<file path="src/rtl/restoring_div_seq_pkg.sv">
// Shared definitions for the restoring divider.
//   DW_DEFAULT : default operand width
//   state_e    : controller state encoding (IDLE / ITER / DONE)
package restoring_div_seq_pkg;

  localparam int unsigned DW_DEFAULT = 4;

  typedef enum logic [1:0] {
    ST_IDLE = 2'd0,
    ST_ITER = 2'd1,
    ST_DONE = 2'd2
  } state_e;

endpackage

</file>
<file path="src/rtl/restoring_div_seq_mux.sv">
// Restore select for the restoring divider: a plain 2:1 word mux.
//   i_a   : restore path (shifted partial remainder)
//   i_b   : subtract path (trial difference)
//   i_sel : borrow from the trial subtraction; high selects i_a
//   o_y   : selected word
module mux_2_1 #(
  parameter int unsigned DataWidth = 4
) (
  input  logic [DataWidth-1:0] i_a,
  input  logic [DataWidth-1:0] i_b,
  input  logic                 i_sel,
  output logic [DataWidth-1:0] o_y
);

  always_comb begin
    o_y = i_b;
    if (i_sel) begin
      o_y = i_a;
    end
  end

endmodule

</file>
<file path="src/rtl/restoring_div_seq.sv">
// Sequential unsigned restoring divider, one quotient bit per clock.
//   i_clk, i_rst        : clock, synchronous active-high reset
//   i_start             : request, accepted only in IDLE or DONE
//   i_dividend/divisor  : operands, sampled with an accepted start
//   o_busy              : high while iterating
//   o_done              : one-cycle pulse, results valid from this cycle
//   o_quotient/remainder: results, held until the next accepted start
//   o_div_by_zero       : set with done when divisor was zero
module restoring_div_seq
  import restoring_div_seq_pkg::*;
#(
  parameter int unsigned DW = DW_DEFAULT
) (
  input  logic          i_clk,
  input  logic          i_rst,
  input  logic          i_start,
  input  logic [DW-1:0] i_dividend,
  input  logic [DW-1:0] i_divisor,
  output logic          o_busy,
  output logic          o_done,
  output logic [DW-1:0] o_quotient,
  output logic [DW-1:0] o_remainder,
  output logic          o_div_by_zero
);

  localparam int unsigned CNT_W = $clog2(DW + 1);
  localparam logic [CNT_W-1:0] LAST_CNT = CNT_W'(DW - 1);

  state_e           r_state;
  state_e           w_state_next;
  logic [DW-1:0]    r_a;
  logic [DW-1:0]    r_q;
  logic [DW-1:0]    r_m;
  logic [CNT_W-1:0] r_cnt;
  logic [DW-1:0]    r_quot;
  logic [DW-1:0]    r_rem;
  logic             r_dbz;

  logic             w_ready;
  logic             w_accept;
  logic             w_zero_div;
  logic             w_last;
  logic [DW:0]      w_a_shift;
  logic [DW:0]      w_diff;
  logic             w_borrow;
  logic [DW-1:0]    w_a_next;
  logic [DW-1:0]    w_q_next;

  assign w_ready    = (r_state == ST_IDLE) || (r_state == ST_DONE);
  assign w_accept   = i_start && w_ready;
  assign w_zero_div = (i_divisor == '0);
  assign w_last     = (r_cnt == LAST_CNT);

  // Trial subtraction on the shifted {A,Q} pair; the top bit is the borrow.
  assign w_a_shift = {r_a, r_q[DW-1]};
  assign w_diff    = w_a_shift - {1'b0, r_m};
  assign w_borrow  = w_diff[DW];

  // A < M holds between iterations, so dropping the top bit of either input loses nothing.
  mux_2_1 #(
    .DataWidth(DW)
  ) u_restore_mux (
    .i_a  (w_a_shift[DW-1:0]),
    .i_b  (w_diff[DW-1:0]),
    .i_sel(w_borrow),
    .o_y  (w_a_next)
  );

  assign w_q_next = {r_q[DW-2:0], ~w_borrow};

  always_comb begin
    w_state_next = r_state;
    unique case (r_state)
      ST_IDLE, ST_DONE: begin
        if (w_accept) begin
          w_state_next = w_zero_div ? ST_DONE : ST_ITER;
        end else begin
          w_state_next = ST_IDLE;
        end
      end
      ST_ITER: begin
        if (w_last) begin
          w_state_next = ST_DONE;
        end
      end
      default: w_state_next = ST_IDLE;
    endcase
  end

  always_ff @(posedge i_clk) begin
    if (i_rst) begin
      r_state <= ST_IDLE;
      r_a     <= '0;
      r_q     <= '0;
      r_m     <= '0;
      r_cnt   <= '0;
      r_quot  <= '0;
      r_rem   <= '0;
      r_dbz   <= 1'b0;
    end else begin
      r_state <= w_state_next;
      if (w_accept) begin
        r_a   <= '0;
        r_q   <= i_dividend;
        r_m   <= i_divisor;
        r_cnt <= '0;
        // Zero divisor skips the iterations and publishes results right away.
        if (w_zero_div) begin
          r_quot <= '1;
          r_rem  <= i_dividend;
          r_dbz  <= 1'b1;
        end
      end else if (r_state == ST_ITER) begin
        r_a   <= w_a_next;
        r_q   <= w_q_next;
        r_cnt <= r_cnt + CNT_W'(1);
        if (w_last) begin
          r_quot <= w_q_next;
          r_rem  <= w_a_next;
          r_dbz  <= 1'b0;
        end
      end
    end
  end

  assign o_busy        = (r_state == ST_ITER);
  assign o_done        = (r_state == ST_DONE);
  assign o_quotient    = r_quot;
  assign o_remainder   = r_rem;
  assign o_div_by_zero = r_dbz;

endmodule
</file>
<file path="config.mk">
export PLATFORM = sky130hd
export DESIGN_NAME = restoring_div_seq
export DESIGN_NICKNAME = d
export VERILOG_FILES = /design/src/rtl/restoring_div_seq_pkg.sv /design/src/rtl/restoring_div_seq_mux.sv /design/src/rtl/restoring_div_seq.sv
export SDC_FILE = /design/constraint.sdc
export NUM_CORES = 1
export LEC_CHECK = 0
export CORE_MARGIN = 2
export CORE_UTILIZATION = 52
export DETAILED_ROUTE_END_ITERATION = 10
export PLACE_DENSITY = 0.78
export SKIP_CTS_REPAIR_TIMING = 1
export SYNTH_ARGS = -nofsm -noshare
export SYNTH_HDL_FRONTEND = slang
export SYNTH_SLANG_ARGS = --single-unit
</file>
<file path="constraint.sdc">
create_clock -name i_clk -period 2.7 [get_ports i_clk]
set_input_delay 0.54 -clock i_clk [delete_from_list [all_inputs] [get_ports i_clk]]
set_output_delay 0.54 -clock i_clk [all_outputs]
set_load 0.03 [all_outputs]
</file>
==> impl.org <==
** Yosys
- Yosys mapped the design onto 40 distinct sky130hd cell types.
- Post-Synthesis Cells :: approximately 160
- Number of flip-flops and latches in the synthesized netlist :: 26
- Post-synth top area cell :: dfxtp_1
- Of the synthesized area, sequential elements account for 0.389.
- Averaged over all synthesized cells, the footprint is ~8.5 sq um.
- Mapped cell area :: between 1000 and 1500 sq um
- Cell types with the highest counts after synthesis :: 26 x dfxtp_1, 22 x nand2_1, 16 x nor2_1, 11 x a21oi_1
- Number of synthesized flops with an enable pin :: 0
- Leading cell type by number of instances after synthesis :: dfxtp_1
- Of the post-synthesis cell area, the dominant cell type holds 0.389.
- Fraction of synthesis flops using an asynchronous set or reset pin :: 0
- Post-synth net total :: between 150 and 200
- The most used flip-flop cell after synthesis is dfxtp_1.
- Yosys printed 0 warnings.
- Largest cells by area after synthesis :: dfxtp_1 39%, nand2_1 6.2%, ha_1 5.6%, nor2_1 4.5%, a21oi_1 4.1%

** STA
- The final number of hold-violating endpoints was 0.
- Setup repair after global routing missed its margin :: false
- For the pin with the worst max-slew slack, the measured transition is roughly 0.36 ns.
- The worst path in the final design needs a cycle of 2.46 ns, including I/O delays and setup.
- Worst Clk Skew :: approximately 0.0049 ns
- Setup-violating endpoint count in the final report :: 0
- Final setup margin :: roughly 0.24 ns
- Worst hold-check slack :: approximately 0.47 ns
- In this run the tightest slew margin relative to its limit is 0.760.
- Fmax :: 406 MHz
- Dividing the final minimum period by the clock period gives 0.913.
- The final number of max-transition violations is 0.
- Setup total negative slack on the finished layout was measured at 0 ns.

** CTS
- Clock network latency to the later pin of the worst-skew pair :: around 0.33 ns
- Clock tree from TritonCTS :: built
- Num CTS Buffers :: 3
- CTS built an H-tree with a depth of 1.
- In this run the deepest clock path goes through 2 buffers.
- Library cell used as clock root buffer :: clkbuf_4
- The tree built by TritonCTS fans out to 26 sinks.
- Post-CTS clock slew at the launch and capture registers of the worst setup and hold paths :: ~0.15 ns

** Critical path
- Critical path class :: flop to output port
- Max stage delay on crit path :: around 0.74 ns
- The signal on the critical path passes through nand2b_2 > inv_2 > clkdlybuf4s50_1.
- Data on the critical path is required at its endpoint by 2.16 ns.
- The worst setup path is captured at an output port.
- The slowest stage of the critical path is the clkdlybuf4s50_1 cell.
- The worst setup path is launched from a flop.
- Critical path data arrival time :: between 1.5 and 2 ns
- In this design, the largest share of critical-path delay is due to buffers and inverters.
- Peak fanout along the critical path :: 17
- Crit path buf inv count :: 2

** Routing
- The pre-antenna-repair detailed-routing pass consisted of 4 iterations.
- The detailed router finished its first iteration with 33 violations.
- After detailed routing, the wire length on met1 is about 1300 microns.
- Antenna-violating nets left :: 0
- Via Count :: around 1200
- Detailed route wirelength on metal3 :: between 100 and 150 microns
- Top routing layer in use :: met4
- Via density per instance :: between 5 and 6
- Wires add up to approximately 2900 microns.
- In the routed design, unresolved DRC markers number 0.
- Detail-routed net length per standard cell :: 13.6 microns
- In the detailed route, the total length drawn on met2 is approximately 1400 microns.

** Floorplan
- Chip height :: 54.7 microns
- After floorplanning, the core was sized to cover around 2500 sq um.
- The die covers about 3000 sq um.
- Number of placed I/O pins :: 22
- The floorplan has 18 rows.
- DIE WIDTH :: 54.7 microns
- Initial standard-cell utilization of the core :: 0.545

** Final layout
- Fraction of layout instances using a drive strength above 1 :: 0.100
- Nets@finish :: a little under 200
- After filler insertion, the fill cell instance count of the layout stands at ~210.
- 0 antenna diodes ended up in the layout.
- Layout area overhead :: 22.1%
- Once layout is complete, the cells apart from fillers number between 200 and 250.

** Global routing
- First-pass GRT wire length :: ~4400 microns
- Aggregate global routing overflow :: 0
- Total track usage :: 0.206
- Number of global-route vias before repair :: ~1000
- Maximum number of pins on one net before global-route repair :: 18
- Antenna violations before repair :: 0

** Placement
- The number of placed instances, taps included, is 206.
- Before CTS, the worst setup slack after placement is roughly 0.33 ns.
- Input/output buffers :: 21
- DP Wirelength :: 2110 microns
- Routability-driven placement finished with a final weighted congestion of ~0.82.

** Power and ir drop
- For this design the static power due to leakage is 0.623 nW.
- Maximum vdd ir drop :: approximately 0.34 mV
- Total design power :: ~0.88 mW
- Dividing total power by cell area gives a power density of approximately 540 nW/um^2.

** Flow run
- Max-cap violations in this run came to 0.

** Status
- Run status :: finished, final reports clean

** Hold path
- Type of the tightest min-delay check :: flop to flop
[final cells by class]
type | count | area, sq um | area share
multi-input combinational | 115 | 746 | 0.456
sequential | 26 | 520 | 0.319
timing repair buffer | 25 | 240 | 0.147
inverter | 10 | 37.5 | 0.0230
tap | 30 | 37.5 | 0.0230
clock inverter | 1 | 30.0 | 0.0184
clock buffer | 3 | 22.5 | 0.0138
[final timing paths]
kind              slack, ns       start  depth (start not counted)             end
setup / recovery       0.24  r_state[1]                          3          o_busy
hold / removal         0.47      r_m[3]                          2          r_m[3]
hold reg to reg        0.47      r_m[3]                          2          r_m[3]
setup reg to reg       0.30      r_q[3]                          8  o_remainder[1]
[through the flow]
step,utilization,instance area (sq um)
2_1_floorplan,-,1340
3_3_place_gp,0.644,1580
3_5_place_dp,0.644,1580
4_1_cts,0.666,1630
5_1_grt,0.666,1630
6_report,0.666,1630
[sequential cells by signal, summed over array words and instances, names as in the netlist]
signal	count
r_state	2
r_q	4
o_div_by_zero	1
o_quotient	4
o_remainder	4
r_m	4
r_cnt	3
r_a	4
[worst reg2reg max path, cell delays in order (launching register included)]
cell and delay [ns]:
dfxtp_1 0.36, inv_1 0.05, ha_1 0.22, fa_1 0.42
nand2b_1 0.20, a21oi_4 0.23, xor2_4 0.32, mux2_4 0.34
o32ai_1 0.20
[cell families (layout without fill, tap and decap cells)]
group                    Yosys count  after routing  synth area share
AO/OA/AOI/OAI                     33             33             0.170
XOR/XNOR                           4              4            0.0402
adder cells (fa/ha/maj)            7              7            0.0710
buffers and inverters             16             39            0.0542
flip-flops                        26             26             0.389
multiplexers                       4              4            0.0374
AND/OR/NAND/NOR                   67             67             0.238
[layer usage]
| metal | global-route usage | vias to the layer above |
|---|---|---|
| li1 | - | 589 |
| met3 | 0.0246 | 9 |
| met2 | 0.357 | 34 |
| met5 | 0 | - |
| met1 | 0.243 | 554 |
| met4 | 0.113 | 0 |
[layout by cell type (no fill, tap or decap), drive strengths merged]
master         count
a211oi             1
a21oi             12
a22oi              4
a31o               1
a31oi              3
a32oi              1
a41o               1
and2               2
buf                4
bufinv             1
clkbuf             3
clkdlybuf4s50     21
dfxtp             26
fa                 1
ha                 6
inv               10
mux2               2
mux2i              2
nand2             22
nand2b             5
nand3              5
nand3b             3
nor2              17
nor2b              3
nor3               9
nor4               1
o21a               2
o21ai              3
o22a               2
o31ai              2
o32ai              1
xnor2              2
xor2               2
[power by group]
group	switching (mW)	internal (mW)	leakage [nW]	total [mW]
sequential	0.0141	0.401	0.212	0.415
combinational	0.106	0.0842	0.384	0.190
clock	0.127	0.150	0.0279	0.277
total	0.247	0.636	0.623	0.883
(Power assumes the default switching activity.)
